--- src/rtl/dig_ct_sequencer_if.sv ---
// Bus bundle between the gate-network test sequencer and its harness.
// The sequencer side is the slave; the harness or top level is the master.
interface dig_ct_sequencer_if;
  logic       start;
  logic       abort;
  logic [2:0] dut_out;
  logic [4:0] dut_in;
  logic       busy;
  logic       done;
  logic       pass;
  logic [5:0] err_cnt;
  logic [4:0] first_err_vec;
  logic [2:0] err_mask;

  modport slave (
    input  start, abort, dut_out,
    output dut_in, busy, done, pass, err_cnt, first_err_vec, err_mask
  );

  modport master (
    output start, abort, dut_out,
    input  dut_in, busy, done, pass, err_cnt, first_err_vec, err_mask
  );
endinterface

--- src/rtl/dig_ct_sequencer.sv ---
// Exhaustive 32-vector sweep of a 5-in/3-out gate network.
// Each vector is compared with the network response LATENCY cycles after it is driven.
module dig_ct_sequencer #(
  parameter int LATENCY = 1
) (
  input logic               clk,
  input logic               rst_n,
  dig_ct_sequencer_if.slave bus
);

  localparam logic [1:0] S_IDLE   = 2'd0;
  localparam logic [1:0] S_DRIVE  = 2'd1;
  localparam logic [1:0] S_DRAIN  = 2'd2;
  localparam logic [1:0] S_REPORT = 2'd3;

  function automatic logic [2:0] expect_of(input logic [4:0] v);
    logic [2:0] e;
    e[0] = ~(~(v[0] | v[1]) & v[2]);
    e[1] = ~(v[1] & v[2]);
    e[2] = v[2] | ~v[3] | v[4];
    return e;
  endfunction

  logic [1:0]                 state_q, state_d;
  logic [4:0]                 dut_in_q, dut_in_d;
  logic                       busy_q, busy_d;
  logic                       done_q, done_d;
  logic                       pass_q, pass_d;
  logic [5:0]                 err_cnt_q, err_cnt_d;
  logic [4:0]                 first_q, first_d;
  logic [2:0]                 mask_q, mask_d;
  logic [1:0]                 drain_q, drain_d;
  logic [LATENCY-1:0]         vld_q, vld_d;
  logic [LATENCY-1:0][4:0]    pv_q, pv_d;
  logic [LATENCY-1:0][2:0]    pe_q, pe_d;
  logic                       cmp_vld_s;
  logic [2:0]                 miss_s;

  // Next-state: compare pipeline tail, then sequence control (abort overrides the compare)
  always_comb begin
    state_d   = state_q;
    dut_in_d  = dut_in_q;
    busy_d    = busy_q;
    done_d    = 1'b0;
    pass_d    = pass_q;
    err_cnt_d = err_cnt_q;
    first_d   = first_q;
    mask_d    = mask_q;
    drain_d   = drain_q;
    vld_d     = '0;
    pv_d      = '0;
    pe_d      = '0;
    for (int i = 1; i < LATENCY; i++) begin
      vld_d[i] = vld_q[i-1];
      pv_d[i]  = pv_q[i-1];
      pe_d[i]  = pe_q[i-1];
    end

    cmp_vld_s = vld_q[LATENCY-1];
    miss_s    = bus.dut_out ^ pe_q[LATENCY-1];
    if (cmp_vld_s && (miss_s != 3'd0)) begin
      err_cnt_d = err_cnt_q + 6'd1;
      mask_d    = mask_q | miss_s;
      if (err_cnt_q == 6'd0) begin
        first_d = pv_q[LATENCY-1];
      end else begin
        first_d = first_q;
      end
    end else begin
      err_cnt_d = err_cnt_q;
    end

    case (state_q)
      S_IDLE, S_REPORT: begin
        if (bus.start && !bus.abort) begin
          state_d   = S_DRIVE;
          busy_d    = 1'b1;
          dut_in_d  = 5'd0;
          pass_d    = 1'b0;
          err_cnt_d = 6'd0;
          first_d   = 5'd0;
          mask_d    = 3'd0;
          vld_d[0]  = 1'b1;
          pv_d[0]   = 5'd0;
          pe_d[0]   = expect_of(5'd0);
        end else begin
          state_d = S_IDLE;
        end
      end
      S_DRIVE, S_DRAIN: begin
        if (bus.abort) begin
          state_d   = S_IDLE;
          busy_d    = 1'b0;
          dut_in_d  = 5'd0;
          pass_d    = 1'b0;
          err_cnt_d = err_cnt_q;
          first_d   = first_q;
          mask_d    = mask_q;
          vld_d     = '0;
        end else if (state_q == S_DRIVE) begin
          if (dut_in_q == 5'd31) begin
            state_d  = S_DRAIN;
            dut_in_d = 5'd0;
            drain_d  = 2'd0;
          end else begin
            dut_in_d = dut_in_q + 5'd1;
            vld_d[0] = 1'b1;
            pv_d[0]  = dut_in_q + 5'd1;
            pe_d[0]  = expect_of(dut_in_q + 5'd1);
          end
        end else if (drain_q == 2'(LATENCY - 1)) begin
          state_d = S_REPORT;
          busy_d  = 1'b0;
          done_d  = 1'b1;
          pass_d  = (err_cnt_d == 6'd0);
        end else begin
          drain_d = drain_q + 2'd1;
        end
      end
      default: begin
        state_d  = S_IDLE;
        busy_d   = 1'b0;
        dut_in_d = 5'd0;
      end
    endcase
  end

  // State and output registers
  always_ff @(posedge clk or negedge rst_n) begin
    if (!rst_n) begin
      state_q   <= S_IDLE;
      dut_in_q  <= 5'd0;
      busy_q    <= 1'b0;
      done_q    <= 1'b0;
      pass_q    <= 1'b0;
      err_cnt_q <= 6'd0;
      first_q   <= 5'd0;
      mask_q    <= 3'd0;
      drain_q   <= 2'd0;
      vld_q     <= '0;
      pv_q      <= '0;
      pe_q      <= '0;
    end else begin
      state_q   <= state_d;
      dut_in_q  <= dut_in_d;
      busy_q    <= busy_d;
      done_q    <= done_d;
      pass_q    <= pass_d;
      err_cnt_q <= err_cnt_d;
      first_q   <= first_d;
      mask_q    <= mask_d;
      drain_q   <= drain_d;
      vld_q     <= vld_d;
      pv_q      <= pv_d;
      pe_q      <= pe_d;
    end
  end

  assign bus.dut_in        = dut_in_q;
  assign bus.busy          = busy_q;
  assign bus.done          = done_q;
  assign bus.pass          = pass_q;
  assign bus.err_cnt       = err_cnt_q;
  assign bus.first_err_vec = first_q;
  assign bus.err_mask      = mask_q;

endmodule

--- src/flat_wrapper.sv ---
// flat-port wrapper written by rule: the top's interface ports become plain ports
module dig_ct_sequencer_flat 
#(
  parameter int LATENCY = 1
)
  (clk, rst_n, bus_start, bus_abort, bus_dut_out, bus_dut_in, bus_busy, bus_done, bus_pass, bus_err_cnt, bus_first_err_vec, bus_err_mask);
  dig_ct_sequencer_if bus_i ();
  input logic clk;
  input logic rst_n;
  input wire logic [$bits(bus_i.start)-1:0] bus_start;
  input wire logic [$bits(bus_i.abort)-1:0] bus_abort;
  input wire logic [$bits(bus_i.dut_out)-1:0] bus_dut_out;
  output wire logic [$bits(bus_i.dut_in)-1:0] bus_dut_in;
  output wire logic [$bits(bus_i.busy)-1:0] bus_busy;
  output wire logic [$bits(bus_i.done)-1:0] bus_done;
  output wire logic [$bits(bus_i.pass)-1:0] bus_pass;
  output wire logic [$bits(bus_i.err_cnt)-1:0] bus_err_cnt;
  output wire logic [$bits(bus_i.first_err_vec)-1:0] bus_first_err_vec;
  output wire logic [$bits(bus_i.err_mask)-1:0] bus_err_mask;
  assign bus_i.start = bus_start;
  assign bus_i.abort = bus_abort;
  assign bus_i.dut_out = bus_dut_out;
  assign bus_dut_in = bus_i.dut_in;
  assign bus_busy = bus_i.busy;
  assign bus_done = bus_i.done;
  assign bus_pass = bus_i.pass;
  assign bus_err_cnt = bus_i.err_cnt;
  assign bus_first_err_vec = bus_i.first_err_vec;
  assign bus_err_mask = bus_i.err_mask;
  dig_ct_sequencer #(.LATENCY(LATENCY)) u_core (.clk(clk), .rst_n(rst_n), .bus(bus_i));
endmodule
--- config.mk ---
export PLATFORM = sky130hd
export DESIGN_NAME = dig_ct_sequencer_flat
export DESIGN_NICKNAME = d
export VERILOG_FILES = /design/src/rtl/dig_ct_sequencer_if.sv /design/src/rtl/dig_ct_sequencer.sv /design/src/flat_wrapper.sv
export SDC_FILE = /design/constraint.sdc
export NUM_CORES = 1
export LEC_CHECK = 0
export ABC_AREA = 0
export BUFFER_PORTS_ARGS = -buffer_cell sky130_fd_sc_hd__buf_4
export CELL_PAD_IN_SITES_DETAIL_PLACEMENT = 1
export CELL_PAD_IN_SITES_GLOBAL_PLACEMENT = 2
export CORE_ASPECT_RATIO = 1.1
export CORE_MARGIN = 1.5
export CORE_UTILIZATION = 34
export DETAILED_ROUTE_END_ITERATION = 12
export PLACE_DENSITY_LB_ADDON = 0.1
export SLEW_MARGIN = 20
export SYNTH_ARGS = -nofsm -noshare
export SYNTH_HDL_FRONTEND = slang
export SYNTH_SLANG_ARGS = --single-unit
--- constraint.sdc ---
create_clock -name clk -period 2.13 [get_ports clk]
set_input_delay 0.426 -clock clk [delete_from_list [all_inputs] [get_ports clk]]
set_output_delay 0.426 -clock clk [all_outputs]
set_load 0.02 [all_outputs]
# [After elaboration in Yosys (flattened, before gate mapping)]
# Cells that the tools add are included.
[word_totals] regBits=35 inputBits=7 output_inout_bits=22 wordCells=108
[op_classes] addsub=3 eq_ne=13 mux=54 bitwise=12 n_reduce_logical=14
[op_table] operator="two-way mux 5 bit" count=10
[op_table] operator="one-hot mux 5 bit (2 select lines)" count=3
[op_table] operator="two-way mux 3 bit" count=7
[op_table] operator="two-way mux 6 bit" count=3
[op_table] operator="two-way mux 1 bit" count=17
[op_table] operator="two-way mux 2 bit" count=7
[op_table] operator="logical NOT 6 bit" count=2
[op_table] operator="one-hot mux 3 bit (2 select lines)" count=2
[op_table] operator="one-hot mux 6 bit (2 select lines)" count=1
[op_table] operator="adder 6 x 1 -> 6 bit, second input constant" count=1
[op_table] operator="!= test 3 x 2 -> 1 bit, second input constant" count=2
[op_table] operator="one-hot mux 1 bit (2 select lines)" count=3
[op_table] operator="adder 5 x 1 -> 5 bit, second input constant" count=1
[op_table] operator="== test 5 bit, second input constant" count=1
[op_table] operator="NOT 1 bit" count=5
[op_table] operator="== test 2 bit, second input constant" count=2
[op_table] operator="logical NOT 2 bit" count=2
[op_table] operator="!= test 2 x 1 -> 1 bit, second input constant" count=2
[op_table] operator="!= test 2 bit, second input constant" count=2
[op_table] operator="!= test 4 x 2 -> 1 bit, second input constant" count=1
[op_table] operator="!= test 4 bit, second input constant" count=1
[op_table] operator="one-hot mux 2 bit (2 select lines)" count=1
[op_table] operator="AND reduction 2 bit" count=2
[op_table] operator="AND reduction 4 bit" count=1
[op_table] operator="other kinds (12)" count=17

# [Logic depth before layout (Yosys ltp)]
# Gate-level depths: netlist of run 1.
[logic_depth] ltp_word=9 depth_mapped=8 depth_no_buf=7

# [Worst setup path after synthesis of run 1]
# OpenSTA, ideal clock, no wires.
[synth_path] path_type="flip-flop to flip-flop" start="reg u_core.dut_in_q[0] (netlist: u_core.bus.dut_in[0])" end="reg u_core.dut_in_q[3] (netlist: u_core.bus.dut_in[3])" setup_time_ps=64 arrival_time_ps=1904 required_time_ps=2066 slack_ps=162 path_stages_with_launch=9 n_path_buf=1 synth_period_minus_slack_ps=1968 path_cell_list="dfrtp_1 ha_1 and3_1 ha_1 nand2b_1 or3_1 clkbuf_1 nor2_1 a21o_1"
[synth_between] elab_chain_len=5 word_cells_on_any_way=6 classes_between="add/sub (1); eq/ne (1); mux (4)"
[synth_rtl] element="from (decl)" line="dig_ct_sequencer.sv:25" source="logic [4:0] dut_in_q, dut_in_d;"
[synth_rtl] element="from (signal assigned)" line="dig_ct_sequencer.sv:145" source="dut_in_q <= dut_in_d;"
[synth_rtl] element="adder 5 x 1 -> 5 bit or == test 5 bit (tied branches)" line="dig_ct_sequencer.sv:106, dig_ct_sequencer.sv:101"
[synth_rtl] element="two-way mux 5 bit (*)" line="dig_ct_sequencer.sv:101" source="if (dut_in_q == 5'd31) begin"
[synth_rtl] element="two-way mux 5 bit (*)" line="dig_ct_sequencer.sv:100" source="end else if (state_q == S_DRIVE) begin"
[synth_rtl] element="two-way mux 5 bit (*)" line="dig_ct_sequencer.sv:91" source="if (bus.abort) begin"
[synth_rtl] element="one-hot mux 5 bit (2 select lines) (*)" line="dig_ct_sequencer.sv:73" source="case (state_q)"
# Every way passes the cells marked *; elsewhere a longest branch is shown, timed or not. The select of a mux whose other input is x is not followed.
# A chain may end at the register's enable or synchronous reset.

# [Final worst setup path of run 1]
[layout_path] start="reg u_core.state_q[0]" end="reg u_core.first_q[3] (netlist: u_core.bus.first_err_vec[3])"
[layout_between] elab_chain_len=3 word_cells_on_any_way=8 classes_between="eq/ne (4); mux (1); reduce/logical (3)"
[layout_rtl] element="from (decl)" line="dig_ct_sequencer.sv:24" source="logic [1:0] state_q, state_d;"
[layout_rtl] element="from (signal assigned)" line="dig_ct_sequencer.sv:144" source="state_q <= state_d;"
[layout_rtl] element="== test 2 bit (tied with other cells)" line="dig_ct_sequencer.sv:73"
[layout_rtl] element="OR reduction 2 bit" line="dig_ct_sequencer.sv:73"
[layout_rtl] element="one-hot mux 5 bit (2 select lines) or != test 2 bit (tied branches)"
[layout_rtl] element="to (signal assigned)" line="dig_ct_sequencer.sv:150" source="first_q <= first_d;"
[layout_rtl] element="to (decl)" line="dig_ct_sequencer.sv:30" source="logic [4:0] first_q, first_d;"
# Parallel ways exist; a longest one is shown, timed or not.

==> impl_metrics.tcl, run 1 <==
set metrics [dict create \
    ant_nets 0 \
    min_period_ns 1.99 \
    nets 222 \
    yosysTopAreaCell "dfrtp_1" \
    criticalPathCategory "reg2reg" \
    clk_pin_slew_ns 0.08 \
    std_cell_rows 27 \
    cts.sink_count 35 \
    synthMuxAreaShare_pct 3.48 \
    multi_input_area_um2 787 \
    synth_top_area_share_pct 50.7 \
    dieHeight_um 77.8 \
    tightest_slew_ns 0.454 \
    slew_headroom_pct 69.6 \
    viasPerCell 5.25 \
    start_util_pct 34.8 \
    post-route-drc-count 0 \
    fmaxAchievable_ghz 0.503 \
    p_leak_nw 1.08 \
    die_area_um2 5520 \
    wl_mm 4.34 \
    io_pins 29 \
    synth-compound-area-share_pct 16.6 \
    seqCellArea_um2 876 \
    die_x_um 71.0 \
    min-delay-path-class "in2async" \
    synth_cell_types 37 \
    numPortBuffers 28 \
    place_congestion 0.800 \
    avgSynthCellArea_um2 9.99 \
    antenna_cells 0 \
    syn2layout_area_growth_pct 24.1 \
    synth_common_cells "dfrtp_1 (35), nor2_1 (21), nand2_1 (15)" \
    cts_tree "yes" \
    fill_cells 587 \
    synth-main-ff-cell "dfrtp_1" \
    cts_buffer_depth 2 \
    overflow 0 \
    h-tree-depth 2 \
    drive_gt1_share_pct 23.0 \
    rsz0062_at_grt "false" \
    synth_edf_count 0 \
    report.final.slew_viol_count 0 \
    power_density_nw_per_um2 1280 \
    final.period_utilization_pct 93.3 \
    synthAdderAreaFrac_pct 5.07 \
    critPathMaxFanout 8 \
    whs_ns 0.0721 \
    drtIter0Drc 54 \
    syn_nets 187 \
    yosys_register_bits 35 \
    synth_xor_area_share_pct 3.04 \
    syn_inst 173 \
    core_um2 4970 \
    fin_ws_ns 0.142 \
    hold_viol_final 0 \
    cts-root-buf "clkbuf_8" \
    grt_pass1_wl_mm 7.20 \
    fin_area_um2 2140 \
    synth.most_common_cell "dfrtp_1" \
    synth-async-reset-ratio_pct 100 \
    arrival_ns 2.18 \
    reg2regPathDepth 6 \
    startpoint_type "flop" \
    first_global_vias 1463 \
    required_ns 2.32 \
    utilization_pct 43.2 \
    cts_setup_buffers 0 \
    ir_drop_mv 0.501 \
    ys.warnings.count 0 \
    place_area_um2 2020 \
    hpwlAfterDp_mm 3.16 \
    num_vias 1403 \
    syn_area_um2 1730 \
    grt_max_degree 36 \
    final.setup.tns_ns 0 \
    fin_worst_skew_ns 0.00901 \
    pre_cts_slack_ns 0.0892 \
    outcome "complete, no violations" \
    cp-end-kind "flop" \
    track_usage_pct 16.8 \
    antenna_found_initial 0 \
    avgRoutedWirePerCell_um 16.3 \
    clock_latency_ns 0.30 \
    synth_top_family_by_area "simple AND/OR/NAND/NOR gates" \
    setup_viol 0 \
    drt_pre_antenna_iters 4 \
    drv_cap 0 \
    yosys.area_share.simple_pct 16.9 \
    synth_seq_area_share_pct 50.7 \
    cts_buffers 5 \
    synth_area_leaders "dfrtp_1 (51%), ha_1 (5.1%), nor2_1 (4.6%)" \
]
[path summary, 6_finish.rpt]
kind | slack [ns] | endpoint | start
min reg2reg | 0.51 | u_core.bus.first_err_vec[2] | u_core.pv_q[2]
min | 0.07 | u_core.bus.err_mask[2] | rst_n
min in group clk | 0.40 | u_core.bus.busy | bus_abort
max reg2reg | 0.14 | u_core.bus.first_err_vec[3] | u_core.state_q[0]
max in group asynchronous | 1.74 | u_core.pv_q[2] | rst_n
max | 0.14 | u_core.bus.first_err_vec[3] | u_core.state_q[0]
[cells in the final DEF (no fill, tap or decap), drive strengths merged, types with 2 or more instances in the layout]
master	count
o31ai	2
a21oi	11
clkinv	2
nor4	3
nor3b	2
nand3	4
xor2	4
clkbuf	5
nor3	2
and3	3
nor2	21
xnor2	2
nand2b	3
nand2	15
and4	2
mux2i	6
inv	11
or3	2
a21o	5
ha	7
o21ai	12
a221oi	2
buf	34
dfrtp	35
[what timing repair did]
action | 4_1_cts | 5_1_grt
hold buffers | 0 | 0
endpoints found under the setup margin | 0 | 8
gates resized for setup | 0 | 3
[logic make-up after synthesis]
group | count (synthesis)
compound gates | 41
xor+xnor | 6
mux | 6
simple gates | 61
flops | 35
buf+inv | 17
fa+ha+maj | 7
[registers in the layout, indices dropped and copies added (netlist names)]
signal / cells
u_core.bus.err_cnt: 6
u_core.bus.first_err_vec: 5
u_core.bus.pass: 1
u_core.cmp_vld_s: 1
u_core.bus.err_mask: 3
u_core.bus.dut_in: 5
u_core.drain_q: 2
u_core.bus.busy: 1
u_core.pe_q: 3
u_core.bus.done: 1
u_core.pv_q: 5
u_core.state_q: 2
[critical path, cell delays in order (launching register included)]
cell and delay (ns):
dfrtp_1 0.41, ha_1 0.44, nand2b_1 0.19, and2_1 0.21
and4_2 0.34, mux2i_1 0.23, nor2_1 0.07
[layout make-up]
cell class                      instances  share of cell area, %
Inverter                               11                   1.93
Multi-Input combinational cell        121                   36.7
Tap cell                               58                   3.38
Clock buffer                            5                   3.21
Sequential cell                        35                   40.8
Timing Repair Buffer                   34                   11.9
Clock inverter                          3                   2.04
[through the flow]
step | std cells | power (mW)
2_1_floorplan | 173 | 1.68
4_1_cts | 267 | 2.76
3_3_place_gp | 259 | 2.09
3_5_place_dp | 259 | 2.12
6_report | 267 | 2.74
5_1_grt | 267 | 2.92
[routing by layer]
metal | part of all wire, % | routed length (um) | vias up | global-route usage (%)
met1 | 46 | 2010 | 692 | 21.4
met5 | 0 | 0 | - | 0
met2 | 49 | 2110 | 29 | 27.9
li1 | - | - | 675 | -
met3 | 3.8 | 166 | 7 | 4.29
met4 | 1.3 | 56 | 0 | 5.47
[power by group]
group / internal [mW] / leakage, nW / switching [mW] / total (mW)
logic: 0.453 / 0.551 / 0.699 / 1.15
clock network: 0.349 / 0.0581 / 0.272 / 0.621
registers: 0.819 / 0.472 / 0.144 / 0.963
total: 1.62 / 1.08 / 1.12 / 2.74
(Power assumes the default switching activity.)
==> inputs of run 2 (changes only) <==
--- a/config.mk
+++ b/config.mk
@@ -13,7 +13,8 @@
 export CORE_MARGIN = 1.5
 export CORE_UTILIZATION = 34
 export DETAILED_ROUTE_END_ITERATION = 12
-export PLACE_DENSITY_LB_ADDON = 0.1
+export HOLD_SLACK_MARGIN = 0.12
+export PLACE_DENSITY = 0.77
 export SLEW_MARGIN = 20
 export SYNTH_ARGS = -nofsm -noshare
 export SYNTH_HDL_FRONTEND = slang
==> run 2 against run 1 <==
Against the previous run: non-clock buffer count is 2 higher; critical path depth stayed put; cell count is 0.75% higher; worst hold slack better by 0.32 ns; clock skew is 0.0045 ns lower; clock power is 25% lower; first-iteration DRC count is 22% higher; combinational power hardly changed; final area is 0.35% lower; maximum frequency is 0.93% higher.
==> impl_metrics.tcl, run 2 (synthesis gave the netlist of run 1 again) <==
set metrics [dict create \
    outcome "complete, no violations" \
    track_usage_pct 16.0 \
    arrival_ns 2.14 \
    overflow 0 \
    die_area_um2 5520 \
    antenna_found_initial 0 \
    fmaxAchievable_ghz 0.508 \
    grt_max_degree 36 \
    fill_cells 584 \
    die_x_um 71.0 \
    grt_pass1_wl_mm 6.97 \
    cts_buffers 5 \
    setup_viol 0 \
    largest_reg_flops 6 \
    clk_pin_slew_ns 0.07 \
    wl_mm 4.23 \
    startpoint_type "flop" \
    drive_gt1_share_pct 23.2 \
    syn2layout_area_growth_pct 23.7 \
    critPathMaxFanout 5 \
    std_cell_rows 27 \
    antenna_cells 0 \
    io_pins 29 \
    power_density_nw_per_um2 1220 \
    cts.sink_count 35 \
    report.final.slew_viol_count 0 \
    final.setup.tns_ns 0 \
    required_ns 2.30 \
    slowest_delay_ns 0.41 \
    whs_ns 0.396 \
    first_global_vias 1444 \
    hold_viol_final 0 \
    drtIter0Drc 66 \
    dieHeight_um 77.8 \
    place_congestion 0.803 \
    start_util_pct 34.8 \
    pre_cts_slack_ns 0.0861 \
    clock_latency_ns 0.28 \
    crit_chain "ha_1, nand2b_1, and2_1, and4_2, mux2i_1, nor2_1" \
    final_cell_mix "buf_4 (35), dfrtp_1 (35), nor2_1 (19)" \
    num_vias 1397 \
    ir_drop_mv 0.830 \
    drv_cap 0 \
    hpwlAfterDp_mm 3.21 \
    tightest_slew_ns 0.438 \
    drt_pre_antenna_iters 4 \
    ant_nets 0 \
    nets 224 \
    cts_buffer_depth 2 \
    final.period_utilization_pct 92.5 \
    avgRoutedWirePerCell_um 15.7 \
    cts-root-buf "clkbuf_8" \
    cp-end-kind "flop" \
    p_leak_nw 1.07 \
    h-tree-depth 2 \
    rsz0062_at_grt "false" \
    slew_headroom_pct 70.8 \
    cts_setup_buffers 0 \
    crit_slowest_cell "dfrtp_1" \
    fin_ws_ns 0.160 \
    fin_worst_skew_ns 0.00451 \
    post-route-drc-count 0 \
    criticalPathCategory "reg2reg" \
    cts_tree "yes" \
    min-delay-path-class "in2reg" \
    core_um2 4970 \
    min_period_ns 1.97 \
    numPortBuffers 28 \
    viasPerCell 5.19 \
]
[run 2: cell types whose count changed in the layout (fill, tap and decap cells not counted), sizes merged]
| cell | delta |
|---|---|
| clkbuf | +1 |
| clkinv | -1 |
| clkinvlp | +1 |
| bufinv | -1 |
| dlygate4sd3 | +1 |
| buf | +1 |
[run 2: path summary, 6_finish.rpt]
kind                       cells past startpoint               from                          end  slack (ns)
min in group asynchronous                      2              rst_n        u_core.bus.err_cnt[3]        0.63
setup / recovery                               6  u_core.state_q[0]  u_core.bus.first_err_vec[4]        0.16
setup reg to reg                               6  u_core.state_q[0]  u_core.bus.first_err_vec[4]        0.16
hold / removal                                 2          bus_abort              u_core.bus.busy        0.40
hold reg to reg                                2     u_core.pv_q[1]  u_core.bus.first_err_vec[1]        0.50
max in group asynchronous                      2              rst_n  u_core.bus.first_err_vec[3]        1.19
[run 2: critical path, delay by kind of cell, from the launching register on]
family | cells | cell delay [ns]
and+or+nand+nor | 4 | 0.83
adders and majority gates | 1 | 0.39
DFF | 1 | 0.41
muxes | 1 | 0.22
[run 2: final cells by class]
cell class	count	area, um2	share of cell area [%]
Sequential cell	35	876	41.0
Multi-Input combinational cell	121	790	36.9
Clock buffer	6	72.6	3.40
Timing Repair Buffer	36	273	12.8
Clock inverter	2	12.5	0.585
Inverter	11	41.3	1.93
Tap cell	58	72.6	3.40
[run 2: metrics by stage]
stage / instance area [um2] / instances / util (%) / power, mW
after floorplan: 1730 / 173 / - / 1.68
after global placement: 2030 / 260 / 40.9 / 2.11
after detailed placement: 2030 / 260 / 40.9 / 2.14
after CTS: 2130 / 269 / 42.8 / 2.63
after global routing: 2140 / 269 / 43.0 / 2.80
final: 2140 / 269 / 43.0 / 2.60
[run 2: metal layers]
| layer | GRT usage, % | vias to the layer above | wire (um) |
|---|---|---|---|
| li1 | - | 677 | - |
| met2 | 27.0 | 20 | 2150 |
| met5 | 0 | - | 0 |
| met1 | 20.7 | 694 | 1920 |
| met4 | 5.09 | 0 | 53 |
| met3 | 2.86 | 6 | 105 |
[run 2: what timing repair did]
item,in CTS,in global routing
hold buffers,1,0
endpoints found under the setup margin,0,10
hold endpoints to repair,35,0
gates resized for setup,0,4
[run 2: report_power, final]
group          leakage [nW]  switching (mW)  internal (mW)
Clock                0.0412           0.238          0.228
Sequential            0.472           0.140          0.820
Combinational         0.559           0.702          0.472
==> inputs of run 3 (changes only) <==
--- a/config.mk
+++ b/config.mk
@@ -6,15 +6,16 @@
 export NUM_CORES = 1
 export LEC_CHECK = 0
 export ABC_AREA = 0
-export BUFFER_PORTS_ARGS = -buffer_cell sky130_fd_sc_hd__buf_4
 export CELL_PAD_IN_SITES_DETAIL_PLACEMENT = 1
 export CELL_PAD_IN_SITES_GLOBAL_PLACEMENT = 2
 export CORE_ASPECT_RATIO = 1.1
-export CORE_MARGIN = 1.5
-export CORE_UTILIZATION = 34
+export CORE_MARGIN = 2
+export CORE_UTILIZATION = 39
+export CTS_CLUSTER_SIZE = 24
 export DETAILED_ROUTE_END_ITERATION = 12
+export DONT_BUFFER_PORTS = 1
 export HOLD_SLACK_MARGIN = 0.12
-export PLACE_DENSITY = 0.77
+export PLACE_DENSITY = 0.78
 export SLEW_MARGIN = 20
 export SYNTH_ARGS = -nofsm -noshare
 export SYNTH_HDL_FRONTEND = slang
==> run 3 against run 2 <==
Against the previous run: die area is 9.8% lower; largest cell class unchanged; sequential cell count stayed put; clock-buffer cell count is 1 higher.
==> impl_metrics.tcl, run 3 (synthesis gave the netlist of run 1 again) <==
set metrics [dict create \
    p_leak_nw 0.955 \
    grt_use_met1_pct 23.2 \
    dieHeight_um 73.8 \
    utilization_pct 45.7 \
    place_congestion 0.828 \
    min-delay-path-class "in2reg" \
    slew_headroom_pct 70.9 \
    antenna_found_initial 0 \
    outcome "complete, no violations" \
    overflow 0 \
    grt_most_used_layer "met2" \
    rsz0062_at_grt "true" \
    whs_ns 0.254 \
    grt_pass1_wl_mm 6.67 \
    cts_buffers 5 \
    cts_setup_buffers 0 \
    criticalPathCategory "reg2reg" \
    antenna_cells 0 \
    grt_max_degree 36 \
    arrival_ns 2.20 \
    met3_usage_pct 5.82 \
    fill_cells 475 \
    final_common_cell "dfrtp_1" \
    reg2regPathDepth 6 \
    io_pins 29 \
    drtIter0Drc 53 \
    clock_latency_ns 0.29 \
    viasPerCell 5.52 \
    ff2ff_setup_slack_ns 0.12 \
    holdPathStages 1 \
    hold_viol_final 0 \
    final.period_utilization_pct 94.4 \
    die_x_um 67.5 \
    fin_worst_skew_ns 0.00611 \
    min_to "u_core.bus.busy" \
    clk_pin_slew_ns 0.07 \
    reg2reg_from "u_core.state_q[0]" \
    placed_cells 231 \
    hold_path.startpoint "bus_abort" \
    cts.sink_count 35 \
    pre_cts_slack_ns -0.0575 \
    die_area_um2 4980 \
    tightest_slew_ns 0.437 \
    numPortBuffers 0 \
    cts_buffer_depth 2 \
    startpoint_type "flop" \
    wl_mm 4.13 \
    cts-root-buf "clkbuf_8" \
    track_usage_pct 18.0 \
    power_density_nw_per_um2 1250 \
    drt_pre_antenna_iters 4 \
    stdcell_count 241 \
    cp-end-kind "flop" \
    cts_tree "yes" \
    required_ns 2.32 \
    core_um2 4290 \
    nets 200 \
    ant_nets 0 \
    std_cell_rows 25 \
    first_global_vias 1374 \
    report.final.slew_viol_count 0 \
    drive_gt1_share_pct 12.3 \
    min_period_ns 2.01 \
    grtUsageMet2_pct 28.6 \
    ir_drop_mv 0.417 \
    start_util_pct 40.3 \
    post-route-drc-count 0 \
    hpwlAfterDp_mm 3.06 \
    h-tree-depth 2 \
    reg2reg_to "u_core.bus.pass" \
    final_cell_mix "dfrtp_1 (35), nor2_1 (20), nand2_1 (15)" \
    largest_reg_flops 6 \
    fin_ws_ns 0.120 \
    syn2layout_area_growth_pct 13.4 \
    fin_area_um2 1960 \
    place_area_um2 1840 \
    critPathMaxFanout 8 \
    fmaxAchievable_ghz 0.497 \
    setup_viol 0 \
    avgRoutedWirePerCell_um 17.1 \
    num_vias 1330 \
    drv_cap 0 \
]
-- run 3: worst max-delay path by stage --
stage	start	end	slack, ns
5_1_grt	u_core.state_q[0]	u_core.bus.pass	-0.02
2_1_floorplan	u_core.bus.dut_in[0]	u_core.bus.dut_in[3]	0.16
4_1_cts	u_core.state_q[0]	u_core.bus.pass	0.03
3_5_place_dp	u_core.state_q[0]	u_core.bus.pass	-0.06
3_3_place_gp	u_core.state_q[0]	u_core.bus.pass	0.04
6_report	u_core.state_q[0]	u_core.bus.pass	0.12
-- run 3: layout make-up --
class                      instances  area (um2)  area share [%]
clock inverter                     1        5.00           0.255
multi-input combinational        121         788            40.2
clock buffer                       7        76.3            3.90
tap                               54        67.6            3.45
sequential                        35         876            44.7
inverter                          11        41.3            2.11
timing repair buffer              12         105            5.36
-- run 3: power by group --
| group | leakage (nW) | switching, mW | internal (mW) |
|---|---|---|---|
| sequential | 0.472 | 0.249 | 0.818 |
| combinational | 0.441 | 0.573 | 0.329 |
| clock | 0.0422 | 0.245 | 0.230 |
| total | 0.955 | 1.07 | 1.38 |
-- run 3: repair_timing --
item                                    CTS  global route
hold buffers                              2             0
resized for setup                         1             3
hold endpoints to repair                 35             0
endpoints found under the setup margin    1             5
-- run 3: per-stage QoR --
step,power [mW],TNS [ns]
2_1_floorplan,1.68,0
3_3_place_gp,1.90,0
3_5_place_dp,1.94,-0.0575
4_1_cts,2.45,0
5_1_grt,2.60,-0.0323
6_report,2.44,0
-- run 3: critical path, cell delays in order (launching register included) --
cell,delay [ns]
dfrtp_1,0.40
ha_1,0.41
nor2_2,0.21
nand2_1,0.16
a2111oi_2,0.39
a21oi_1,0.14
o41ai_2,0.20
-- run 3: layer usage --
layer / vias to the layer above / routed length, um
li1: 628 / -
met1: 674 / 1850
met2: 26 / 2050
met3: 2 / 201
met4: 0 / 31
met5: - / 0
